<file path="config.mk">
export PLATFORM = sky130hd
export DESIGN_NAME = serial_frame_scheduler
export DESIGN_NICKNAME = d
export VERILOG_FILES = /design/src/rtl/serial_frame_scheduler.sv
export SDC_FILE = /design/constraint.sdc
export NUM_CORES = 1
export LEC_CHECK = 0
export CAP_MARGIN = 20
export CORE_ASPECT_RATIO = 0.8
export CORE_MARGIN = 5
export CORE_UTILIZATION = 30
export CTS_CLUSTER_SIZE = 24
export DETAILED_ROUTE_END_ITERATION = 6
export DONT_BUFFER_PORTS = 1
export MAX_ROUTING_LAYER = met4
export PLACE_DENSITY = 0.48
export SETUP_SLACK_MARGIN = 0.4
export SLEW_MARGIN = 20
export SYNTH_ARGS = -nofsm -noshare
export SYNTH_HDL_FRONTEND = slang
export SYNTH_SLANG_ARGS = --single-unit
</file>
<file path="constraint.sdc">
create_clock -name clk -period 7.2 [get_ports clk]
set_input_delay 0.72 -clock clk [delete_from_list [all_inputs] [get_ports clk]]
set_output_delay 0.72 -clock clk [all_outputs]
set_load 0.05 [all_outputs]
</file>
<file path="src/rtl/serial_frame_scheduler.sv">
// serial_frame_scheduler
//   Round-robin arbiter sharing one serial link between NUM_REQ byte
//   requesters. A granted byte is framed as start(0), 8 data bits LSB-first,
//   optional even-parity bit, stop(1), then GAP_CYCLES idle-high cycles.
//   Exactly one frame is on the line at a time.
//
// Ports
//   clk         system clock, rising edge
//   rst         asynchronous active-low reset
//   req         per-requester level request, held until ack
//   data_in     requester i byte at [i*DATA_W +: DATA_W]
//   parity_en   insert even-parity bit, sampled at grant
//   ack         one-hot one-cycle pulse, coincident with first start-bit cycle
//   active_id   requester whose frame is (or was last) on the line
//   busy        high from first start-bit cycle through last gap cycle
//   serial_out  framed line, idle high
//   frame_done  one-cycle pulse in the last cycle of the stop bit
module serial_frame_scheduler #(
  parameter int NUM_REQ    = 4,
  parameter int DATA_W     = 8,
  parameter int BIT_CYCLES = 1,
  parameter int GAP_CYCLES = 2
) (
  input  logic                       clk,
  input  logic                       rst,
  input  logic [NUM_REQ-1:0]         req,
  input  logic [NUM_REQ*DATA_W-1:0]  data_in,
  input  logic                       parity_en,
  output logic [NUM_REQ-1:0]         ack,
  output logic [$clog2(NUM_REQ)-1:0] active_id,
  output logic                       busy,
  output logic                       serial_out,
  output logic                       frame_done
);

  localparam int IDW = $clog2(NUM_REQ);
  localparam int BIW = $clog2(DATA_W);

  localparam logic [3:0]     BIT_LAST = 4'(BIT_CYCLES - 1);
  localparam logic [3:0]     GAP_LAST = 4'((GAP_CYCLES > 0) ? GAP_CYCLES - 1 : 0);
  // stop-bit timer value one cycle before the last stop cycle
  localparam logic [3:0]     FD_TMR   = 4'((BIT_CYCLES > 1) ? BIT_CYCLES - 2 : 0);
  localparam logic [IDW-1:0] LAST_ID  = IDW'(NUM_REQ - 1);
  localparam logic [BIW-1:0] LAST_BIT = BIW'(DATA_W - 1);

  typedef enum logic [2:0] {IDLE, START, DATA, PARITY, STOP, GAP} state_t;

  state_t            state;
  logic [IDW-1:0]    rr_ptr;
  logic [DATA_W-1:0] shift;
  logic              par_bit;
  logic              par_en_q;
  logic [BIW-1:0]    bit_idx;
  logic [3:0]        bit_tmr;
  logic [3:0]        gap_cnt;

  // ---------------------------------------------------------------------------
  // Round-robin winner: rotate req so rr_ptr sits at bit 0, take the lowest
  // set bit, then rotate the offset back.
  // ---------------------------------------------------------------------------
  logic [2*NUM_REQ-1:0] req_dbl;
  logic [NUM_REQ-1:0]   req_rot;
  logic [IDW:0]         off;
  logic [IDW:0]         win_sum;
  logic [IDW-1:0]       win;
  logic                 win_vld;
  logic [DATA_W-1:0]    win_data;

  always_comb begin
    req_dbl = {req, req} >> rr_ptr;
    req_rot = req_dbl[NUM_REQ-1:0];
    off     = '0;
    for (int k = NUM_REQ - 1; k >= 0; k--)
      if (req_rot[k]) off = (IDW+1)'(k);
    win_sum = {1'b0, rr_ptr} + off;
    if (win_sum >= (IDW+1)'(NUM_REQ)) win_sum = win_sum - (IDW+1)'(NUM_REQ);
    win     = win_sum[IDW-1:0];
    win_vld = |req;
    win_data = '0;
    for (int k = 0; k < NUM_REQ; k++)
      if (win == IDW'(k)) win_data = data_in[k*DATA_W +: DATA_W];
  end

  logic bit_last;
  logic gap_last;
  logic arb_ok;

  // Arbitration happens while idle and on the final edge of a frame, so
  // back-to-back frames carry no idle cycles beyond the gap.
  always_comb begin
    bit_last = (bit_tmr == BIT_LAST);
    gap_last = (gap_cnt == GAP_LAST);
    arb_ok   = (state == IDLE)
             | ((state == GAP) & gap_last)
             | ((state == STOP) & bit_last & (GAP_CYCLES == 0));
  end

  // ---------------------------------------------------------------------------
  // FSM. Outputs are registered and loaded with the value for the cycle that
  // the transition enters.
  // ---------------------------------------------------------------------------
  always_ff @(posedge clk or negedge rst) begin
    if (!rst) begin
      state      <= IDLE;
      rr_ptr     <= '0;
      shift      <= '0;
      par_bit    <= 1'b0;
      par_en_q   <= 1'b0;
      bit_idx    <= '0;
      bit_tmr    <= '0;
      gap_cnt    <= '0;
      ack        <= '0;
      active_id  <= '0;
      busy       <= 1'b0;
      serial_out <= 1'b1;
      frame_done <= 1'b0;
    end else begin
      ack        <= '0;
      frame_done <= 1'b0;
      if (arb_ok) begin
        bit_tmr <= '0;
        gap_cnt <= '0;
        if (win_vld) begin
          state      <= START;
          shift      <= win_data;
          par_bit    <= ^win_data;
          par_en_q   <= parity_en;
          active_id  <= win;
          rr_ptr     <= (win == LAST_ID) ? '0 : win + 1'b1;
          ack        <= NUM_REQ'(1) << win;
          busy       <= 1'b1;
          serial_out <= 1'b0;
        end else begin
          state      <= IDLE;
          busy       <= 1'b0;
          serial_out <= 1'b1;
        end
      end else begin
        case (state)
          START: begin
            if (bit_last) begin
              state      <= DATA;
              bit_idx    <= '0;
              bit_tmr    <= '0;
              serial_out <= shift[0];
            end else begin
              bit_tmr <= bit_tmr + 1'b1;
            end
          end
          DATA: begin
            if (bit_last) begin
              bit_tmr <= '0;
              if (bit_idx == LAST_BIT) begin
                if (par_en_q) begin
                  state      <= PARITY;
                  serial_out <= par_bit;
                end else begin
                  state      <= STOP;
                  serial_out <= 1'b1;
                  frame_done <= (BIT_CYCLES == 1);
                end
              end else begin
                bit_idx    <= bit_idx + 1'b1;
                shift      <= {1'b0, shift[DATA_W-1:1]};
                serial_out <= shift[1];
              end
            end else begin
              bit_tmr <= bit_tmr + 1'b1;
            end
          end
          PARITY: begin
            if (bit_last) begin
              state      <= STOP;
              bit_tmr    <= '0;
              serial_out <= 1'b1;
              frame_done <= (BIT_CYCLES == 1);
            end else begin
              bit_tmr <= bit_tmr + 1'b1;
            end
          end
          STOP: begin
            // final stop edge with GAP_CYCLES == 0 is handled by arb_ok
            if (bit_last) begin
              state      <= GAP;
              gap_cnt    <= '0;
              bit_tmr    <= '0;
              serial_out <= 1'b1;
            end else begin
              bit_tmr    <= bit_tmr + 1'b1;
              frame_done <= (bit_tmr == FD_TMR);
            end
          end
          GAP: begin
            gap_cnt <= gap_cnt + 1'b1;
          end
          default: begin
            state      <= IDLE;
            serial_out <= 1'b1;
            busy       <= 1'b0;
          end
        endcase
      end
    end
  end

endmodule
</file>
==> flow_results.org, run 1 <==
** Floorplanning
- Height of the die :: 88.6 microns
- After floorplanning, the core was sized to cover 7460 sq um.
- Die W :: 108 microns
- The initial utilization of the core area, before any placement, comes to 0.310.
- Boundary Pins :: 48
- Cell row count :: 28
- Die outline area :: 9580 sq um

** Finish
- At the end of the flow, the number of nets in the layout was 310.
- Fill cells in the final layout number 771.
- Count of antenna diodes in the layout :: 0
- Share of final-layout standard cells stronger than drive strength 1 :: 0.0536
- Compared with the post-synthesis result, the final layout area differs by 9.03%.
- In the layout the commonest cells are dfrtp_1 (34), nor2_1 (24), nand2_1 (24).
- Most common cell after layout, fill and taps aside :: dfrtp_1

** Route
- Total wire length :: 5.43 mm
- In the routed layout, each cell is associated on average with a via count of 5.28.
- Detailed routing inserted a total of a little under 2000 vias.
- In the final routed layout, each cell accounts on average for 14.8 microns.
- Once detail routing completed, the nets flagged for antenna violations numbered 0.
- The pre-antenna-repair detailed-routing pass consisted of 4 iterations.
- DR DRC count :: 0
- Violation count after the first detailed-routing iteration :: 103

** Worst setup path
- For the worst setup path, the data required time is approximately 7400 ps.
- Of all nets on the critical path, the largest fanout is 9.
- Arrival time reported for the critical path endpoint :: roughly 4000 ps
- Critical path startpoint category :: flop
- The critical path in this run is classified as flop to flop.
- STA classifies the critical path endpoint as a flop.

** STA
- For the pin with the worst max-slew slack, the measured transition is 852 ps.
- Timing would allow up to 0.269 GHz.
- The final number of max-transition violations was 0.
- Minimum period implied by the final worst setup slack :: 3720 ps
- Measured against its own limit, the worst slew margin works out to 0.431.
- For the final routed database, the setup TNS stands at 0 ps.
- Setup clock skew after layout :: 11.8 ps
- Of the available clock period, the critical path in the final layout requires 0.517.
- Setup violations remaining at the end of the flow were counted as 0.
- Count of final hold-check violations :: 0
- Setup repair after global routing left no endpoint under its margin.

** Yosys
- Mapped cell area :: between 2000 and 2500 sq um
- Number of synthesized register bits :: 35
- Syn nets :: 318
- Async set-reset flop share out of synthesis :: 1.00
- Average size of a mapped cell :: 8.64 sq um
- Count of flip-flops with a built-in enable after synthesis :: 0
- Number of synthesis warnings :: 0
- Synthesized netlist cell count :: 268
- Post-synth top flop :: dfrtp_1
- After synthesis, the netlist uses 53 different library cells.
- For this run, the register share of the synthesized area comes to 0.379.

** CTS
- The H-tree was split into 2 levels.
- Buffers inserted during post-CTS setup optimization :: 0
- The number of hold buffers added after CTS was 0.
- The number of clock buffers added by TritonCTS is 5.
- TritonCTS clock tree :: yes
- The clock reaches the later pin of the worst-skew pair after 290 ps.
- No sink is reached through more buffers than the 2 on the longest clock path.
- After clock tree synthesis, the clock-pin slew on the worst setup and hold paths is around 80 ps.
- CTS placed an instance of clkbuf_8 at the clock tree root.
- Sinks on the clock net :: 35
- Once the clock tree was built, the resizer swapped 0 gates to a different size.

** Global routing
- Across every metal layer, demand over resource in global routing totals 0.124.
- Global-route wire length before repair :: 9.30 mm
- Vias in the first global route :: around 1900
- Final global-route overflow total :: 0
- Maximum number of pins on one net before global-route repair :: 36
- Antenna violations before repair :: 0

** Outcome
- The flow ran to the end, and the final reports show no timing, DRC or antenna violations.

** Placement
- Routability congestion estimate from global placement :: 0.834
- The count of buffers added on input and output ports is 0.
- Detail Placement HPWL :: 4.12 mm

** Min path
- The tightest min-delay check is of the input port to asynchronous set/reset pin type.

** Flow run
- Max cap viols :: 0
==> path summary, 6_finish.rpt <==
kind / from / slack [ps] / cells after the start / endpoint
worst max register to register: rr_ptr[0] / 3480 / 12 / par_bit
worst min register to register: par_bit / 510 / 2 / par_bit
min in group clk: par_bit / 510 / 2 / par_bit
worst min-delay path: rst / 110 / 0 / state[0]
worst max-delay path: rr_ptr[0] / 3480 / 12 / par_bit
max in group asynchronous: rst / 6900 / 0 / serial_out
==> kinds of logic after synthesis <==
kind of cell	count (synthesis)	share of synthesized area
simple gates	101	0.225
compound gates	83	0.248
flops	35	0.379
buf+inv	28	0.0465
fa+ha+maj	11	0.0595
mux	7	0.0303
xor+xnor	3	0.0114
==> per-layer routing <==
layer | global-route usage | part of all wire
met1 | 0.163 | 0.49
met2 | 0.191 | 0.44
met3 | 0.0357 | 0.059
met4 | 0.0275 | 0.0074
met5 | - | 0
==> cell usage after synthesis, types with 2 or more instances <==
cell / count / area share
a211o_1: 4 / 0.015
a211oi_1: 5 / 0.016
a21oi_1: 9 / 0.019
a221o_1: 4 / 0.017
a221oi_1: 4 / 0.015
a22o_1: 4 / 0.015
a22oi_1: 4 / 0.013
a31oi_1: 5 / 0.014
and2_1: 4 / 0.011
and3_1: 2 / 0.0054
buf_2: 2 / 0.0043
clkbuf_1: 13 / 0.021
dfrtp_1: 34 / 0.37
ha_1: 11 / 0.059
inv_1: 12 / 0.019
mux2i_1: 7 / 0.030
nand2_1: 24 / 0.039
nand2b_1: 7 / 0.019
nand3_1: 13 / 0.028
nand3b_1: 2 / 0.0065
nand4_1: 2 / 0.0054
nor2_1: 24 / 0.039
nor2b_1: 7 / 0.019
nor3_1: 2 / 0.0043
nor3b_1: 2 / 0.0065
o211ai_1: 6 / 0.019
o21ai_0: 20 / 0.043
o21ai_1: 2 / 0.0043
o22a_1: 4 / 0.015
o22ai_1: 5 / 0.014
xnor2_1: 2 / 0.0076
==> registers in the layout (all words and copies together), names as in the netlist, 2 cells and up <==
signal     flops
active_id      2
ack            4
state          3
bit_idx        3
rr_ptr         2
bit_tmr        4
gap_cnt        4
shift          8
==> final cells by class <==
class | count | area [sq um] | share of cell area
clock buffer | 6 | 72.6 | 0.0288
clock inverter | 2 | 60.1 | 0.0238
inverter | 12 | 45.0 | 0.0178
multi-input combinational | 205 | 1330 | 0.527
sequential | 35 | 877 | 0.348
tap | 105 | 131 | 0.0521
timing repair buffer | 1 | 7.51 | 0.00297
==> stage by stage <==
stage / hold slack, ps / util / cell area [sq um] / setup slack [ps] / cells
finish: 115 / 0.338 / 2520 / 3480 / 366
global route: 95.6 / 0.338 / 2520 / 3230 / 366
CTS: 105 / 0.338 / 2520 / 3490 / 366
detailed placement: 425 / 0.320 / 2390 / 3260 / 358
global placement: 425 / 0.320 / 2390 / 3320 / 358
floorplan: 424 / - / 2310 / 3350 / 268
==> worst max-delay path: stages (launching register included) <==
cell and delay [ps]:
dfrtp_1 470, or4_1 530, nand3_1 90, ha_1 160, xor2_1 300, inv_1 110
ha_1 270, or2_0 360, a221o_1 360, a211o_1 320, a211o_1 320, a22oi_1 220
o31ai_2 90
Power of run 1 is left out: the tool's default activity adds up to more than one toggle a clock period on the data nets, which glitch-free logic cannot reach.
==> inputs of run 2 (changes only) <==
ABC_AREA = 1   (was not set)
clock period = 3.85 ns   (was 7.2 ns; I/O delays follow)
==> run 2 against run 1 <==
  * Maximum frequency is 20% higher
  * First-iteration DRC count is 19% lower
  * Flip-flop and latch count stayed put
  * Area after synthesis is 6.0% higher
  * Hold slack better by 100 ps
  * Register-to-register slack worse by 2700 ps
==> flow_results.org, run 2 <==
** Outcome
- Outcome :: completed

** Yosys
- Number of synthesized register bits :: 35 (unchanged)
- Biggest area consumer among synthesized cells :: dfrtp_1
- The synthesized instance count is 352 (+31%).
- By count the netlist is led by nand2_1 (112), inv_1 (42), dfrtp_1 (34), nor2_1 (31), a21oi_1 (26).
- The distinct cell type count of the synthesized netlist came to 34 (-36%).
- Library cell with the highest instance count after synthesis :: nand2_1
- Syn nets :: 402 (+26%)
- Top-area cell type share of the netlist area :: 0.347 (-0.0208)
- Mapped cell area :: 2450 sq um (+6.0%)
- The mean instance size in the synthesized netlist came to 6.97 sq um (-19%).
- Async set-reset flop share out of synthesis :: 1.00 (unchanged)
- The register area share after synthesis came to 0.357 (-0.0214).
- Count of flip-flops with a built-in enable after synthesis :: 0 (unchanged)
- The most used flip-flop cell after synthesis is dfrtp_1.
- Sorting the synthesized cells by area gives the leading types as dfrtp_1 (35%), nand2_1 (17%), inv_1 (6.4%).
- Number of synthesis warnings :: 0 (unchanged)

** Global routing
- The met3 demand-to-capacity share in global routing is 0.0308 (-0.00493).
- Met1 capacity usage during global routing :: 0.165 (+0.00199)
- Maximum number of pins on one net before global-route repair :: 36 (unchanged)
- The via count of the first global-routing pass is 2035 (+5.7%).
- The overall track demand over capacity in global routing is 0.120 (-0.00439).
- Final global-route overflow total :: 0 (unchanged)
- In this run the most used layer during global routing was met2.
- Global-route wire length before repair :: 9.89 mm (+6.3%)
- Antenna violations before repair :: 0 (unchanged)
- The met2 track demand over resource was 0.174 (-0.0171).

** Route
- Number of iterations in the first detailed-routing pass :: 4 (unchanged)
- DR DRC count :: 0 (unchanged)
- The total via count after detailed routing is 2142 (+11%).
- The number of nets with antenna violations after routing was 0 (unchanged).
- Total wire length :: 5.76 mm (+6.2%)
- The detailed-route wire length per cell is 12.3 microns (-17%).
- The via-per-instance ratio was 4.59 (-13%).
- The violation count after the first detailed-route iteration came to 83 (-19%).

** Finish
- The post-layout net count came to 408 (+32%).
- Register name with the most flops :: shift
- The library cells used most frequently in the layout, excluding fill and tap cells, are nand2_1 (112), inv_1 (42), dfrtp_1 (33).
- The number of flip-flops in the largest register came to 8 (unchanged).
- The number of fill cells in the layout was 856 (+11%).
- Most common cell after layout, fill and taps aside :: nand2_1
- Layout Cells excl Fill :: 467 (+28%)
- Count of antenna diodes in the layout :: 0 (unchanged)
- Layout Area Growth over Synthesis :: 11.4%
- The register area came to 878 sq um (+0.14%).
- Share of final-layout standard cells stronger than drive strength 1 :: 0.117 (+0.0634)
- Multi-input gate area in the final layout :: 1370 sq um (+2.7%)

** Worst setup path
- The most numerous cell type found on the critical path is nand2_1.
- The maximum fanout encountered on the critical timing path is 10 (+1).
- Worst setup path category :: flop to flop
- Arrival time reported for the critical path endpoint :: 3270 ps (-620 ps)
- WP buf/inv :: 5 (+4)
- Required time at the worst-slack endpoint :: 4020 ps (-3340 ps)
- The delay of the slowest cell on the worst path is 470 ps (-60 ps).
- Crit-path leading delay family :: simple AND/OR/NAND/NOR gates
- The signal on the critical path passes through o21ai_0, inv_1, nand2_1, o21ai_1, a21boi_1, ha_1, nand3b_1, nand2_1, inv_1, ha_1, clkinvlp_4, clkbuf_2, nand3_1, a21oi_2, inv_1, nand2_1, nand2_1, nand2_1, nand2_1, nand2_1, nand2_1, nand2_1, nand2_1.
- Critical path startpoint category :: flop
- Crit. End Element :: flop
- CP max stage cell :: dfrtp_2

** Floorplanning
- The die width came to 111 microns (+2.7%).
- Boundary Pins :: 48 (unchanged)
- The core area was 7950 sq um (+6.5%).
- Height of the die :: 90.9 microns (+2.6%)
- The number of placement rows came to 29 (+3.6%).
- The overall die area came to 10100 sq um (+5.4%).
- Starting density of the core :: 0.309 (-0.00142)

** STA
- The accumulated negative setup slack came to 0 ps (unchanged).
- The pin slew with the least headroom to its limit came to 840 ps (-11.8 ps).
- The maximum clock frequency was 0.323 GHz (+20%).
- The number of setup violations in the final report came to 0 (unchanged).
- The final number of max-transition violations was 0 (unchanged).
- Setup repair after global routing left no endpoint under its margin.
- The relative max-transition margin was 0.435 (+0.00396).
- The fraction of the cycle the final worst path needs is 0.805 (+0.287).
- The worst-case setup margin in the final layout is 752 ps (-2720 ps).
- The clock tree skew after final layout was 8.43 ps (-3.41 ps).
- Count of final hold-check violations :: 0 (unchanged)
- The post-layout minimum cycle time was 3100 ps (-626 ps).

** CTS
- CTS H-tree lvls :: 2 (unchanged)
- Clock latency on the worst-skew pair :: 290 ps (about the same)
- TritonCTS built the clock tree.
- Number of buffers added by the clock tree synthesis step :: 5 (unchanged)
- The clock transition at the register clock pins on the worst setup and hold paths after CTS is 70 ps (about the same).
- Sinks on the clock net :: 35 (unchanged)
- Cell at the root of the clock tree :: clkbuf_8
- Maximum buffer depth of the clock tree :: 2 (unchanged)

** Placement
- The number of cells after detailed placement came to 454 (+27%).
- The post-placement worst setup slack was 454 ps (-2810 ps).
- Detail Placement HPWL :: 4.44 mm (+7.7%)
- The quantity of I/O buffers inserted on ports was 0 (unchanged).
- The weighted congestion at the end of routability-driven global placement was 0.819 (-1.7%).

** Flow run
- The reported max-cap violation count came to 0 (unchanged).

** Min path
- The worst hold path belongs to the class input port to flop.
## run 2: cell count changes after synthesis, sizes merged, moves of 7 or more
cell,change
mux2i,-7
a21oi,+18
nand2,+90
nand2b,-7
inv,+36
nor2,+14
clkbuf,-10
nor2b,-7
## run 2: kinds of logic after synthesis
group	synth area share
AOI/OAI and AO/OA	0.169
xor gates and xnor gates	0.00714
adders and majority gates	0.0561
buffers and inverters	0.0984
DFF	0.357
and+or+nand+nor	0.312
## run 2: repair_timing
item                                    CTS  global route
setup buffers                             0             3
hold endpoints to repair                 35             0
endpoints found under the setup margin    0             6
hold buffers                              2             0
resized for setup                         0            17
## run 2: metal layers
layer  routed length (microns)  vias to the layer above  part of all wire
li1                          -                     1144                 -
met1                      2890                      971              0.50
met2                      2570                       23              0.45
met3                       243                        4             0.042
met4                        55                        0            0.0095
met5                         0                        -                 0
## run 2: through the flow
step | area (sq um) | util | hold WS [ps]
after floorplan | 2450 | - | 89.4
after global placement | 2550 | 0.321 | 91.1
after detailed placement | 2550 | 0.321 | 90.9
after CTS | 2670 | 0.336 | 207
after global routing | 2730 | 0.344 | 238
final | 2730 | 0.344 | 216
## run 2: cell type report
class / instances / share of cell area
clock buffers: 7 / 0.0316
well taps: 108 / 0.0494
inverters: 50 / 0.0723
repair buffers: 7 / 0.0238
flip-flops and latches: 35 / 0.321
clock inverters: 1 / 0.00183
multi-input cells: 259 / 0.500
## run 2: worst paths after layout
path | from | end | slack, ps | depth (start not counted)
max | rr_ptr[0] | par_bit | 750 | 23
min | parity_en | par_en_q | 220 | 2
max reg2reg | rr_ptr[0] | par_bit | 750 | 23
min reg2reg | bit_idx[1] | bit_idx[1] | 510 | 1
max in group asynchronous | rst | serial_out | 3060 | 2
min in group asynchronous | rst | bit_tmr[2] | 540 | 2
Power of run 2 is left out for the same reason.
==> inputs of run 3 (changes only) <==
PLACE_DENSITY = 0.49   (was 0.48)
clock period = 2.6 ns   (was 3.85 ns; I/O delays follow)
==> run 3 against run 2 <==
  * The flow now finishes with violations (setup timing)
  * Via count increased by 9.2%
  * Clock-buffer cell count unchanged
  * Flip-flop and latch count unchanged
  * Critical path depth unchanged
  * Routed wire length increased by 17%
  * Hold slack got worse by 120 ps
  * Sequential share of layout area decreased by 5.6 points
  * Setup slack got worse by 1200 ps
  * Highest routed layer unchanged
==> flow_results.org, run 3 (synthesis results as in run 2) <==
** Route
- Total wire length :: 6.72 mm (+17%)
- The via-per-instance ratio was 4.65 (+1.4%).
- The total via count after detailed routing came to 2340 (+9.2%).
- Routed WL per cell :: 13.4 microns (+8.3%)
- The detailed-router iteration count before antenna repair came to 5 (+1).
- Violation count after the first detailed-routing iteration :: 144 (+73%)
- ANT nets after route :: 0 (unchanged)
- The post-detailed-route DRC marker count came to 0 (unchanged).

** Finish
- The number of flip-flops in the largest register was 8 (unchanged).
- Fillers :: 799 (-6.7%)
- Ranked by flip-flop count, first place goes to shift.
- Share of final-layout standard cells stronger than drive strength 1 :: 0.311 (+0.194)
- Layout Area Growth over Synthesis :: 35.1%
- Leaving out fill and tap cells, the most frequent cells in the layout are nand2_1 (100), inv_1 (39), dfrtp_1 (33).
- Final Cell Area :: 3320 sq um (+21%)
- The antenna diode count came to 0 (unchanged).
- Multi-input gate area in the final layout :: 1630 sq um (+19%)
- FF/Latch Area :: 878 sq um (unchanged)
- Most common cell after layout, fill and taps aside :: nand2_1
- The post-layout net count was 444 (+8.8%).
- The final cell count without fillers was 503 (+7.7%).

** CTS
- Number of buffers added by the clock tree synthesis step :: 5 (unchanged)
- The clock transition at the register clock pins on the worst setup and hold paths after CTS came to 80 ps (about the same).
- Sinks on the clock net :: 35 (unchanged)
- Clock latency on the worst-skew pair :: 290 ps (about the same)
- CTS H-tree lvls :: 2 (unchanged)
- TritonCTS built the clock tree.
- CTS placed an instance of clkbuf_8 at the clock tree root.
- The maximum clock insertion buffer count is 2 (unchanged).

** STA
- Unrepaired setup endpoints after global routing :: true
- The worst-case setup margin in the final layout was -402 ps (-1150 ps).
- Normalized max-slew margin :: 0.682 (+0.247)
- The accumulated negative setup slack is -2030 ps (-2030 ps).
- The count of endpoints failing hold in the final timing report is 0 (unchanged).
- The final number of max-transition violations came to 0 (unchanged).
- Max frequency :: 0.333 GHz (+3.2%)
- Final number of setup-violating endpoints :: 9 (+9)
- The tightest hold margin is 94.3 ps (-122 ps).
- The pin slew with the least headroom to its limit was 476 ps (-364 ps).
- Setup clock skew after layout :: 10.5 ps (+2.09 ps)
- The post-layout minimum cycle time is 3000 ps (-95.5 ps).
- Final cycle utilization of the critical path :: 1.15 (+0.350)

** Floorplanning
- The number of placement rows was 29 (unchanged).
- The chip height came to 90.9 microns (unchanged).
- The starting density of the core is 0.309 (unchanged).
- Boundary Pins :: 48 (unchanged)
- The core area is 7950 sq um (unchanged).
- Die outline area :: 10100 sq um (unchanged)
- The die width came to 111 microns (unchanged).

** Worst setup path
- The data required time of the worst path is 2780 ps (-1240 ps).
- The worst setup path is captured at a flop.
- Critical path startpoint category :: flop
- Arrival time reported for the critical path endpoint :: 3180 ps (-90 ps)
- Worst setup path category :: flop to flop
- CP max stage cell :: dfrtp_2
- Setup slack on the worst flop-to-flop path :: -400 ps (-1150 ps)
- The signal on the critical path passes through buf_12, o21ai_4, nand2_1, o21ai_2, inv_1, nand2_1, a21boi_2, ha_2, nand3b_1, nand2_2, inv_2, ha_4, buf_6, a21oi_1, a21oi_4, nand2_1, nand2_1, nand2_1, nand2_1, nand2_1, nand2_1, nand2_1, nand2_1.
- WP buf/inv :: 4 (-1)
- The maximum fanout encountered on the critical timing path came to 6 (-4).
- Among cell families on the critical path, the largest total delay comes from simple AND/OR/NAND/NOR gates.
- Cell with the most instances on the worst path :: nand2_1
- The delay of the slowest cell on the worst path came to 430 ps (-40 ps).

** Global routing
- Antenna violations before repair :: 0 (unchanged)
- The wire length of the first global-routing pass was 10.7 mm (+8.7%).
- Vias in the first global route :: 2267 (+11%)
- Maximum number of pins on one net before global-route repair :: 36 (unchanged)
- The overall track demand over capacity in global routing was 0.132 (+0.0123).
- The overall overflow remaining after global route came to 0 (unchanged).

** Outcome
- Outcome :: finished, violations left
- Violations in the final reports :: setup timing

** Flow run
- Max cap viols :: 0 (unchanged)

** Placement
- The quantity of I/O buffers inserted on ports was 0 (unchanged).
- Routability congestion estimate from global placement :: 0.829 (+1.1%)
- The number of cells after detailed placement is 473 (+4.2%).
- Total cell area at the placement stage :: 2760 sq um (+8.1%)
- The post-DP HPWL was 4.67 mm (+5.3%).

** Min path
- Hold Path Class :: input port to flop
run 3: changes by cell type in the layout (fill, tap and decap cells not counted), moves of 5 or more:
cell | previous run | this run
buf_6 | 0 | 5
nand2_1 | 112 | 100
a21oi_4 | 1 | 10
nand2_2 | 0 | 10
buf_4 | 4 | 32
a21oi_1 | 22 | 11
nor2_1 | 31 | 26
run 3: worst paths after layout:
path / startpoint / end / cells past startpoint
min reg2reg: bit_idx[0] / bit_idx[0] / 1
max in group asynchronous: rst / serial_out / 2
min: parity_en / par_en_q / 2
min in group asynchronous: rst / bit_idx[0] / 2
max reg2reg: rr_ptr[0] / par_bit / 23
max: rr_ptr[0] / par_bit / 23
run 3: per-layer routing:
metal | track usage | routed length [microns] | vias to the layer above
met2 | 0.206 | 3210 | 28
met1 | 0.175 | 3230 | 1090
met3 | 0.0248 | 204 | 7
li1 | - | - | 1215
met5 | - | 0 | -
met4 | 0.0405 | 76 | 0
run 3: repair_timing:
action	4_1_cts	5_1_grt
endpoints found under the hold margin	35	0
pin swaps	5	19
hold buffers	2	0
buffers inserted	7	11
resized for setup	33	37
setup endpoints to repair	13	12
gates cloned	2	0
run 3: final cells by class:
type / instances / area share
repair inverters: 1 / 0.00151
clock buffers: 7 / 0.0260
flip-flops and latches: 35 / 0.265
multi-input cells: 259 / 0.491
clock inverters: 1 / 0.00151
inverters: 50 / 0.0604
well taps: 108 / 0.0408
repair buffers: 42 / 0.114
run 3: metrics by stage:
stage / setup slack (ps) / util
after global placement: -336 / 0.347
after CTS: -214 / 0.387
after global routing: -591 / 0.417
after floorplan: -12.4 / -
final: -402 / 0.417
after detailed placement: -427 / 0.347
Power of run 3 is left out for the same reason.
